==> src/rtl/led_tm1637_sequencer_pkg.sv <==
// Shared definitions for the TM1637 display sequencer: instruction fields, opcodes,
// driver command encodings and FSM states.
`ifndef BLOCK_ROM_INIT_ADDR_WIDTH
`define BLOCK_ROM_INIT_ADDR_WIDTH 8
`endif
`ifndef BLOCK_ROM_INIT_DATA_WIDTH
`define BLOCK_ROM_INIT_DATA_WIDTH 16
`endif

package led_tm1637_sequencer_pkg;

  localparam int unsigned OpcodeMsb  = 15;
  localparam int unsigned OpcodeLsb  = 12;
  localparam int unsigned OperandMsb = 11;
  localparam int unsigned OperandLsb = 0;

  localparam logic [3:0] OpNop   = 4'd0;
  localparam logic [3:0] OpStart = 4'd1;
  localparam logic [3:0] OpStop  = 4'd2;
  localparam logic [3:0] OpWrite = 4'd3;
  localparam logic [3:0] OpDelay = 4'd4;
  localparam logic [3:0] OpJump  = 4'd5;
  localparam logic [3:0] OpHalt  = 4'd6;

  localparam logic [1:0] CmdStart = 2'd0;
  localparam logic [1:0] CmdStop  = 2'd1;
  localparam logic [1:0] CmdWrite = 2'd2;

  typedef enum logic [2:0] {
    StIdle,
    StFetch,
    StExec,
    StIssue,
    StWaitDone,
    StDelay,
    StHalted
  } state_e;

  // Only called for the three bus opcodes.
  function automatic logic [1:0] cmd_of_op(input logic [3:0] op);
    case (op)
      OpStart: return CmdStart;
      OpStop:  return CmdStop;
      default: return CmdWrite;
    endcase
  endfunction

endpackage

==> src/rtl/led_tm1637_sequencer_tick.sv <==
// Delay prescaler: emits a one-cycle tick every TICK_DIV clocks, restartable via clear.
module led_tm1637_sequencer_tick #(
  parameter int unsigned TICK_DIV = 1000
) (
  input  logic clk,
  input  logic reset,
  input  logic clear,
  output logic tick
);

  localparam int unsigned CntWidth = (TICK_DIV > 1) ? $clog2(TICK_DIV) : 1;
  localparam logic [CntWidth-1:0] CntMax = CntWidth'(TICK_DIV - 1);

  logic [CntWidth-1:0] count_q;

  assign tick = (count_q == CntMax);

  always_ff @(posedge clk) begin
    if (reset || clear) begin
      count_q <= '0;
    end else if (tick) begin
      count_q <= '0;
    end else begin
      count_q <= count_q + CntWidth'(1);
    end
  end

endmodule

==> src/rtl/led_tm1637_sequencer.sv <==
// TM1637 ROM sequencer: fetches/decodes instruction words and drives the bit-bang driver.
// Build option: define LED_TM1637_ACK_CHECK_EN to halt with error on a NACKed WRITE.
module led_tm1637_sequencer
  import led_tm1637_sequencer_pkg::*;
#(
  parameter int unsigned TICK_DIV   = 1000,
  parameter int unsigned START_ADDR = 0
) (
  input  logic                                  clk,
  input  logic                                  reset,
  input  logic                                  start,
  output logic [`BLOCK_ROM_INIT_ADDR_WIDTH-1:0] rom_addr,
  input  logic [`BLOCK_ROM_INIT_DATA_WIDTH-1:0] rom_dout,
  output logic                                  cmd_valid,
  output logic [1:0]                            cmd_op,
  output logic [7:0]                            cmd_data,
  input  logic                                  cmd_ready,
  input  logic                                  cmd_done,
  input  logic                                  cmd_nack,
  output logic                                  busy,
  output logic                                  halted,
  output logic                                  error
);

  localparam int unsigned AddrWidth = `BLOCK_ROM_INIT_ADDR_WIDTH;
  localparam logic [AddrWidth-1:0] StartPc = AddrWidth'(START_ADDR);

  state_e               state_q;
  logic [AddrWidth-1:0] pc_q;
  logic [AddrWidth-1:0] pc_inc;
  logic [AddrWidth-1:0] jump_target;
  logic [15:0]          instr_q;
  logic [3:0]           opcode;
  logic [11:0]          operand;
  logic [11:0]          delay_cnt_q;
  logic                 tick;
  logic                 tick_clear;
  logic                 unused_inputs;

  assign opcode      = instr_q[OpcodeMsb:OpcodeLsb];
  assign operand     = instr_q[OperandMsb:OperandLsb];
  assign pc_inc      = pc_q + AddrWidth'(1);
  assign jump_target = AddrWidth'(operand);
  assign rom_addr    = pc_q;
  // Restart the prescaler every EXEC so a DELAY lasts exactly operand*TICK_DIV cycles.
  assign tick_clear  = (state_q == StExec);
  assign unused_inputs = ^{rom_dout, cmd_nack};

  led_tm1637_sequencer_tick #(
    .TICK_DIV(TICK_DIV)
  ) u_tick (
    .clk  (clk),
    .reset(reset),
    .clear(tick_clear),
    .tick (tick)
  );

  always_ff @(posedge clk) begin
    if (reset) begin
      state_q     <= StIdle;
      pc_q        <= StartPc;
      instr_q     <= '0;
      delay_cnt_q <= '0;
      cmd_valid   <= 1'b0;
      cmd_op      <= CmdStart;
      cmd_data    <= 8'h00;
      busy        <= 1'b0;
      halted      <= 1'b0;
      error       <= 1'b0;
    end else begin
      unique case (state_q)
        StIdle, StHalted: begin
          if (start) begin
            state_q <= StFetch;
            pc_q    <= StartPc;
            busy    <= 1'b1;
            halted  <= 1'b0;
            error   <= 1'b0;
          end
        end
        StFetch: begin
          instr_q <= rom_dout[15:0];
          state_q <= StExec;
        end
        StExec: begin
          case (opcode)
            OpNop: begin
              pc_q    <= pc_inc;
              state_q <= StFetch;
            end
            OpStart, OpStop, OpWrite: begin
              cmd_valid <= 1'b1;
              cmd_op    <= cmd_of_op(opcode);
              cmd_data  <= (opcode == OpWrite) ? operand[7:0] : 8'h00;
              state_q   <= StIssue;
            end
            OpDelay: begin
              if (operand == 12'd0) begin
                pc_q    <= pc_inc;
                state_q <= StFetch;
              end else begin
                delay_cnt_q <= operand;
                state_q     <= StDelay;
              end
            end
            OpJump: begin
              pc_q    <= jump_target;
              state_q <= StFetch;
            end
            OpHalt: begin
              halted  <= 1'b1;
              busy    <= 1'b0;
              state_q <= StHalted;
            end
            default: begin
              error   <= 1'b1;
              halted  <= 1'b1;
              busy    <= 1'b0;
              state_q <= StHalted;
            end
          endcase
        end
        StIssue: begin
          if (cmd_ready) begin
            cmd_valid <= 1'b0;
            cmd_op    <= CmdStart;
            cmd_data  <= 8'h00;
            state_q   <= StWaitDone;
          end
        end
        StWaitDone: begin
          if (cmd_done) begin
`ifdef LED_TM1637_ACK_CHECK_EN
            if (cmd_nack && (opcode == OpWrite)) begin
              error   <= 1'b1;
              halted  <= 1'b1;
              busy    <= 1'b0;
              state_q <= StHalted;
            end else begin
              pc_q    <= pc_inc;
              state_q <= StFetch;
            end
`else
            pc_q    <= pc_inc;
            state_q <= StFetch;
`endif
          end
        end
        StDelay: begin
          if (tick) begin
            if (delay_cnt_q == 12'd1) begin
              pc_q    <= pc_inc;
              state_q <= StFetch;
            end else begin
              delay_cnt_q <= delay_cnt_q - 12'd1;
            end
          end
        end
        default: state_q <= StIdle;
      endcase
    end
  end

endmodule

==> config.mk <==
export PLATFORM = sky130hd
export DESIGN_NAME = led_tm1637_sequencer
export DESIGN_NICKNAME = d
export VERILOG_FILES = /design/src/rtl/led_tm1637_sequencer_pkg.sv /design/src/rtl/led_tm1637_sequencer_tick.sv /design/src/rtl/led_tm1637_sequencer.sv
export SDC_FILE = /design/constraint.sdc
export NUM_CORES = 1
export LEC_CHECK = 0
export CAP_MARGIN = 20
export CORE_UTILIZATION = 50
export CTS_CLUSTER_SIZE = 28
export DETAILED_ROUTE_END_ITERATION = 12
export HOLD_SLACK_MARGIN = 0.02
export PLACE_DENSITY = 0.75
export SLEW_MARGIN = 10
export SYNTH_ARGS = -nofsm -noshare
export SYNTH_HDL_FRONTEND = slang
export SYNTH_SLANG_ARGS = --single-unit
==> constraint.sdc <==
create_clock -name clk -period 2.55 [get_ports clk]
set_clock_uncertainty 0.1 [all_clocks]
set_input_delay 0.51 -clock clk [delete_from_list [all_inputs] [get_ports clk]]
set_output_delay 0.51 -clock clk [all_outputs]
set_load 0.01 [all_outputs]
==> key figures, run 1 <==
Timing
  • Final Slew Violations: 0
  • Slew of the pin with the lowest slew margin: approximately 0.62 ns
  • Final setup viols: 0
  • Period utilization: 0.9413
  • RSZ-0062 raised after global routing: yes
  • Hold Slack: 0.3637 ns
  • Setup TNS: 0 ns
  • Max Freq: 416.6 MHz
  • Min Clock Period, post-route: between 2 and 2.5 ns
  • Setup ws final: 0.1497 ns
  • Final hold viol count: 0
  • Worst slew margin: 0.5865

Critical path
  • Reg2reg setup slack: 0.15 ns
  • Critical-path cell list: ha_1 > or4b_1 > or3_4 > a31o_1 > a21oi_1 > o21ai_1
  • Endpoint class of the critical path: flip-flop
  • WS Path Type: reg -> reg
  • Buf+Inv Stages, Crit Path: 0
  • Slowest-stage cell, CP: or4b_1
  • Worst-path maximum fanout: 11
  • Worst r2r dst: delay_cnt_q[3]
  • Crit path largest cell delay: 0.49 ns
  • RR Startpoint: delay_cnt_q[0]
  • Critical path arrival: 2.51 ns
  • CP Launch Type: flip-flop
  • Cell family with most CP delay: simple AND/OR/NAND/NOR gates
  • Reg2Reg Depth: 6
  • WP data required: around 2.7 ns

Clock network
  • Worst skew pair latency: 0.33 ns
  • CTS tree: built
  • Hold buffer count at CTS: 0
  • CTS Buffer Depth: 2
  • Root Buffer Master: clkbuf_8
  • # H-tree levels: 3
  • # clock sinks: 63
  • # resized after CTS: 0
  • Num CTS Buffers: 9
  • Postcts setup bufs: 0
  • Worst-path clk slew: 0.07 ns

Pwr
  • P_leak: 1.412 nW
  • P_sw: 0.0008537 W
  • Share of power burned in registers: 0.422
  • Clock Power Share: 0.332
  • Switching share of total power: 0.3125
  • P_int: 0.001878 W
  • Max IR drop VDD: 415.7 uV
  • Pwr Density: 696.3 nW/um^2
  • Logic pwr share: 0.246

Synth
  • Area leader, netlist: dfxtp_1
  • Distinct cells, synth: 67
  • Most common flop cell mapped by yosys: dfxtp_1
  • Number of synthesized flops with an enable pin: 0
  • Syn nets: 421
  • Yosys top cell area share: 0.3948
  • Synthesis Warnings: 0
  • Mapped Avg Cell Area: 8.087 um^2
  • Synthesis-stage register bit count: 63
  • Post-Syn Area: 3194 um^2
  • Top cells by area, synth: dfxtp_1 39%, a21oi_1 7.5%, nand2_1 6.2%
  • Post-synth ARST share: 0
  • Cells after Synth: roughly 400
  • Seq/Total Area, Yosys: 0.3948

Layout
  • Nets@finish: 467
  • Commonest cells after routing, fill and taps aside: 63 x dfxtp_1, 53 x nand2_1, 48 x a21oi_1
  • Area delta synth->final: 22.84%
  • Fillers: 531
  • Share of layout cells above drive strength 1: 0.1081
  • Commonest non-fill, non-tap cell in the layout: dfxtp_1
  • ANT cells: 0

Floorplan
  • Row count: 28
  • Die height: 81.93 um
  • Die W: 81.93 um
  • Area of the core: 6026 um^2
  • Initial Util: 0.5301
  • # IOs: 44
  • Total Die Area: 6713 um^2

Route
  • 1st-iter DRT viols: 253
  • Vias per std cell: between 6 and 7
  • Post-route DRC: 0
  • Post-DRT Antenna Nets: 0
  • Drt first pass iters: 4
  • Total number of vias: around 3100
  • Routed WL: ~8 mm
  • Avg WL per Cell: between 15 and 20 um

GRT
  • Overflow after GRT: 0
  • Vias in the first global route: 2892
  • All-Layer GR Usage: 0.2648
  • First-pass GRT wire length: 13.49 mm
  • Largest net degree at the start of global routing: 41
  • Initial antenna violation count: 0

Placed design
  • Post-DP HPWL: between 5 and 6 mm
  • Pre-CTS WS: approximately 0.13 ns
  • RePlAce Congestion: a little over 0.8
  • IO buf count: 42

Worst hold path
  • Hold Path Depth: 1
  • Min-delay worst type: reg -> reg
  • WHS Endpoint: u_tick.count_q[0]
  • Min-Delay Startpoint: u_tick.count_q[0]

Status
  • Run status: completed

Run
  • MaxCap Viol Count: 0
cells by family after synthesis:
logic type / after synthesis / share of synthesized area
DFF: 63 / 0.3948
adders and majority gates: 4 / 0.01567
buffers and inverters: 29 / 0.03917
muxes: 1 / 0.003134
AOI/OAI and AO/OA: 124 / 0.2624
and+or+nand+nor: 167 / 0.2656
xor gates and xnor gates: 7 / 0.01919
power groups by stage:
stage	logic, W	clock network (W)	registers, W
after floorplan	0.000442	0	0.00116
after global placement	0.000643	0	0.00117
after detailed placement	0.000657	0	0.00117
after CTS	0.000660	0.000913	0.00115
after global routing	0.000751	0.000970	0.00116
final	0.000671	0.000907	0.00115
cell usage after synthesis, types with 2 or more instances:
master and count:
nor4_1 4, clkbuf_1 13, a21oi_1 48, o311ai_0 4, and3_1 8, and3b_1 2
ha_1 4, inv_1 7, or4_1 2, nand2b_1 2, o2111ai_1 2, nand2_1 53
or3_1 7, nor2b_1 6, dfxtp_1 63, a22oi_1 11, a31o_1 2, a31oi_1 4
xor2_1 4, nand3_1 14, a32oi_1 2, a2111oi_0 4, nand3_2 2, o21ai_0 15
o31ai_1 6, xnor2_1 3, nor3b_1 2, or4b_1 2, nor2_1 38, buf_2 4
buf_1 3, o211ai_1 5, nor3_1 11, o21ai_1 5
worst reg2reg max path: cells and delay by family, from the launching register on:
family	cells	cell delay, ns
and+or+nand+nor	2	0.93
DFF	1	0.39
adders and majority gates	1	0.17
AOI/OAI and AO/OA	3	0.70
flip-flops by register name (all words and copies together) (netlist names):
| register | cells |
|---|---|
| instr_q | 16 |
| delay_cnt_q | 12 |
| u_tick.count_q | 10 |
| cmd_data | 8 |
| rom_addr | 8 |
| state_q | 3 |
| cmd_op | 2 |
| busy | 1 |
| cmd_valid | 1 |
| error | 1 |
| halted | 1 |
cell type report:
class                   instances  area, um^2  area share
multi-input cells             303        1815      0.4627
clock buffers                   9       123.9     0.03157
flip-flops and latches         63        1261      0.3214
inverters                       7       26.28    0.006696
clock inverters                 5       75.07     0.01913
repair buffers                 57       528.0      0.1346
well taps                      75       93.84     0.02392
worst max-delay path by stage:
| stage | cells past startpoint | startpoint | slack, ns | to |
|---|---|---|---|---|
| 2_1_floorplan | 7 | delay_cnt_q[0] | 0.39 | delay_cnt_q[3] |
| 3_3_place_gp | 6 | delay_cnt_q[0] | 0.19 | delay_cnt_q[3] |
| 3_5_place_dp | 6 | delay_cnt_q[0] | 0.13 | rom_addr[4] |
| 4_1_cts | 6 | delay_cnt_q[0] | 0.11 | rom_addr[4] |
| 5_1_grt | 6 | delay_cnt_q[0] | -0.01 | rom_addr[0] |
| 6_report | 6 | delay_cnt_q[0] | 0.15 | delay_cnt_q[3] |
metal layers:
metal,part of all wire,GRT usage
met4,0.0090,0.09474
met3,0.061,0.06000
met5,0,0
met1,0.47,0.3579
met2,0.46,0.4107
per-stage QoR:
| stage | total power, W | utilization | std cells | instance area [um^2] |
|---|---|---|---|---|
| 2_1_floorplan | 0.001600 | - | 395 | 3194 |
| 3_3_place_gp | 0.001813 | 0.6169 | 505 | 3717 |
| 3_5_place_dp | 0.001830 | 0.6169 | 505 | 3717 |
| 4_1_cts | 0.002724 | 0.6499 | 519 | 3916 |
| 5_1_grt | 0.002885 | 0.6512 | 519 | 3924 |
| 6_report | 0.002732 | 0.6512 | 519 | 3924 |
No activity file was read; power rests on OpenSTA's default activity.
==> inputs of run 2 (changes only) <==
--- a/config.mk
+++ b/config.mk
@@ -5,12 +5,14 @@
 export SDC_FILE = /design/constraint.sdc
 export NUM_CORES = 1
 export LEC_CHECK = 0
+export ABC_AREA = 1
 export CAP_MARGIN = 20
 export CORE_UTILIZATION = 50
 export CTS_CLUSTER_SIZE = 28
 export DETAILED_ROUTE_END_ITERATION = 12
+export DONT_BUFFER_PORTS = 1
 export HOLD_SLACK_MARGIN = 0.02
-export PLACE_DENSITY = 0.75
+export PLACE_DENSITY = 0.66
 export SLEW_MARGIN = 10
 export SYNTH_ARGS = -nofsm -noshare
 export SYNTH_HDL_FRONTEND = slang
==> constraint.sdc (replaced) <==
create_clock -name clk -period 2.55 [get_ports clk]
set_clock_uncertainty 0.1 [all_clocks]
set_input_delay 0.51 -clock clk [delete_from_list [all_inputs] [get_ports clk]]
set_output_delay 0.51 -clock clk [all_outputs]
set_load 0.005 [all_outputs]
==> run 2 against run 1 <==
Cell area fell by 8.1%. Synthesized cell count up 26%. Sequential power increased by 37%. Core utilization down 8.6 points. Combinational power rose to 2.7 times the previous value. Sequential share of layout area increased by 2.8 points. Via count fell by 0.19%. Die area increased by 4.1%. Cell count increased by 12%. Critical path type unchanged. Largest power group is now combinational cells. Highest routed layer unchanged.
==> key figures, run 2 <==
Clock network
  • Worst-path clk slew: 0.07 ns (about the same)
  • # clock sinks: 63 (unchanged)
  • Hold buffer count at CTS: 0 (unchanged)
  • # resized after CTS: 0 (unchanged)
  • Num CTS Buffers: 9 (unchanged)
  • CTS tree: built
  • # H-tree levels: 3 (unchanged)
  • Root Buffer Master: clkbuf_8
  • Worst skew pair latency: 0.35 ns (+0.02 ns)
  • CTS Buffer Depth: 2 (unchanged)
  • Postcts setup bufs: 0 (unchanged)

Timing
  • Max Freq: 478.3 MHz (+15%)
  • Setup TNS: 0 ns (unchanged)
  • Period utilization: 0.8200 (-0.1213)
  • Worst slew margin: 0.4822 (-0.1043)
  • RSZ-0062 raised after global routing: no
  • Final Slew Violations: 0 (unchanged)
  • Min Clock Period, post-route: 2.091 ns (-0.3094 ns)
  • Slew of the pin with the lowest slew margin: 0.7759 ns (+0.1556 ns)
  • Final setup viols: 0 (unchanged)
  • Final hold viol count: 0 (unchanged)

GRT
  • All-Layer GR Usage: 0.2451 (-0.01971)
  • Initial antenna violation count: 0 (unchanged)
  • Overflow after GRT: 0 (unchanged)
  • First-pass GRT wire length: 13.67 mm (+1.3%)
  • Vias in the first global route: 2821 (-2.5%)
  • Largest net degree at the start of global routing: 27 (-34%)

Critical path
  • Crit path largest cell delay: 0.51 ns (+0.02 ns)
  • WS Path Type: reg -> reg
  • RR Startpoint: state_q[0]
  • WP data required: 2.66 ns (about the same)
  • Critical path arrival: 2.20 ns (-0.31 ns)
  • Reg2reg setup slack: 0.46 ns (+0.31 ns)
  • Reg2Reg Depth: 5 (-1)
  • Critical-path cell list: inv_2 > nor3_4 > inv_1 > o21ai_0 > a21oi_1
  • Endpoint class of the critical path: flip-flop
  • Worst-path maximum fanout: 26 (+15)
  • Slowest-stage cell, CP: dfxtp_1
  • CP Launch Type: flip-flop
  • Worst r2r dst: instr_q[5]

Route
  • 1st-iter DRT viols: 191 (-25%)
  • Drt first pass iters: 5 (+1)
  • Routed WL: 8.022 mm (-1.1%)
  • Post-route DRC: 0 (unchanged)
  • Total number of vias: 3142 (-0.19%)
  • Post-DRT Antenna Nets: 0 (unchanged)
  • Avg WL per Cell: 13.83 um (-11%)
  • Vias per std cell: 5.417 (-11%)

Synth
  • Post-synth ARST share: 0 (unchanged)
  • Distinct cells, synth: 37 (-45%)
  • Top cells by area, synth: dfxtp_1 38%, nand2_1 13%, nor2_1 9.0%
  • Seq/Total Area, Yosys: 0.3788 (-0.01602)
  • Commonest cells in the synthesized netlist: 116 x nand2_1, 80 x nor2_1, 63 x dfxtp_1
  • Most common cell in the netlist: nand2_1
  • Synthesis Warnings: 0 (unchanged)
  • Syn nets: 524 (+24%)
  • Synthesis-stage register bit count: 63 (unchanged)
  • Most common flop cell mapped by yosys: dfxtp_1
  • Cells after Synth: 498 (+26%)
  • Yosys top cell area share: 0.3788 (-0.01602)
  • Number of synthesized flops with an enable pin: 0 (unchanged)
  • Post-Syn Area: 3329 um^2 (+4.2%)
  • Area leader, netlist: dfxtp_1
  • Mapped Avg Cell Area: 6.686 um^2 (-17%)

Floorplan
  • Die height: 83.60 um (+2.0%)
  • # IOs: 44 (unchanged)
  • Row count: 29 (+3.6%)
  • Area of the core: 6386 um^2 (+6.0%)
  • Total Die Area: 6989 um^2 (+4.1%)
  • Initial Util: 0.5214 (-0.008752)
  • Die W: 83.60 um (+2.0%)

Pwr
  • P_leak: 1.533 nW (+8.6%)
  • Share of power burned in registers: 0.353 (-0.069)
  • Final Power: 0.004430 W (+62%)
  • Logic pwr share: 0.402 (+0.156)
  • Switching share of total power: 0.4352 (+0.1227)
  • Clock Power Share: 0.245 (-0.087)
  • P_int: 0.002502 W (+33%)
  • P_sw: 0.001928 W (+130%)
  • Pwr Density: 1228 nW/um^2 (+76%)
  • Max IR drop VDD: 696.1 uV (+67%)

Worst hold path
  • Min-Delay Startpoint: reset
  • Min-delay worst type: in -> reg
  • Hold Path Depth: 1 (unchanged)
  • WHS Endpoint: delay_cnt_q[8]

Run
  • MaxCap Viol Count: 0 (unchanged)

Layout
  • Largest register FFs: 16 (unchanged)
  • Commonest non-fill, non-tap cell in the layout: nand2_1
  • Regs by FF count: instr_q: 16 flops, delay_cnt_q: 12 flops, u_tick.count_q: 10 flops
  • Commonest cells after routing, fill and taps aside: 116 x nand2_1, 80 x nor2_1, 63 x dfxtp_1
  • Area delta synth->final: 8.343%
  • ANT cells: 0 (unchanged)
  • Reg area: 1261 um^2 (unchanged)
  • Nets@finish: 524 (+12%)
  • Share of layout cells above drive strength 1: 0.08946 (-0.01864)
  • Largest reg by FF count: instr_q
  • Multi-input gate area: 1764 um^2 (-2.8%)
  • Fillers: 636 (+20%)
  • Non-Filler Instances: 580 (+12%)

Status
  • Run status: completed

Placed design
  • IO buf count: 0 (-100%)
  • Post-DP HPWL: 5.769 mm (+5.9%)
  • RePlAce Congestion: 0.8689 (+7.4%)
  • # placed instances: 564 (+12%)
run 2: cell types whose count changed after synthesis, sizes merged, moves of 8 or more:
cell    change
nand2      +67
inv        +47
nor2       +46
o21ai      +22
nand3      +17
nand4      +13
a22oi       -9
and3        -9
clkbuf      -9
or3         -8
run 2: critical path: cells and delay by family (launching register included):
family / cells / cell delay [ns]
compound gates: 2 / 0.47
flops: 1 / 0.51
simple gates: 1 / 0.29
buf+inv: 2 / 0.58
run 2: metrics by stage:
step           setup WS, ns  utilization  hold slack, ns  area, um^2
3_5_place_dp         0.4960       0.5266          0.3422        3363
4_1_cts              0.4803       0.5649          0.1052        3607
6_report             0.4590       0.5649          0.1184        3607
5_1_grt              0.2317       0.5649         0.09817        3607
3_3_place_gp         0.5484       0.5266          0.3283        3363
2_1_floorplan        0.9403            -          0.3176        3329
run 2: worst max-delay path by stage:
stage                            startpoint                 to  depth (start not counted)
final                            state_q[0]         instr_q[5]                          5
after floorplan                       reset  u_tick.count_q[9]                          4
after detailed placement         state_q[0]         instr_q[5]                          5
after global routing      u_tick.count_q[0]        rom_addr[7]                         11
after CTS                        state_q[0]         instr_q[5]                          5
after global placement           state_q[0]         instr_q[5]                          5
run 2: layer usage:
layer	up-vias	track usage	routed length (um)
li1	1629	-	-
met1	1399	0.3348	3836
met2	93	0.3673	3496
met3	21	0.06034	472
met4	0	0.1048	216
met5	-	0	0
run 2: power groups by stage:
stage / registers [W] / logic [W] / clock network (W)
after global placement: 0.00158 / 0.00173 / 0
after CTS: 0.00157 / 0.00177 / 0.00110
after global routing: 0.00161 / 0.00206 / 0.00114
after floorplan: 0.00147 / 0.00151 / 0
after detailed placement: 0.00159 / 0.00176 / 0
final: 0.00157 / 0.00178 / 0.00108
run 2: final cells by class:
type | count | area share
Multi-Input combinational cell | 365 | 0.4891
Clock inverter | 7 | 0.03330
Timing Repair Buffer | 4 | 0.008325
Sequential cell | 63 | 0.3496
Tap cell | 77 | 0.02671
Clock buffer | 9 | 0.03434
Inverter | 55 | 0.05862
run 2: kinds of logic (layout without fill, tap and decap cells):
| family | after synthesis | count (layout) | synth area share |
|---|---|---|---|
| XOR/XNOR | 5 | 5 | 0.01315 |
| buffers and inverters | 70 | 75 | 0.09131 |
| adder cells (fa/ha/maj) | 4 | 4 | 0.01503 |
| AND/OR/NAND/NOR | 267 | 267 | 0.3578 |
| AO/OA/AOI/OAI | 89 | 89 | 0.1439 |
| flip-flops | 63 | 63 | 0.3788 |
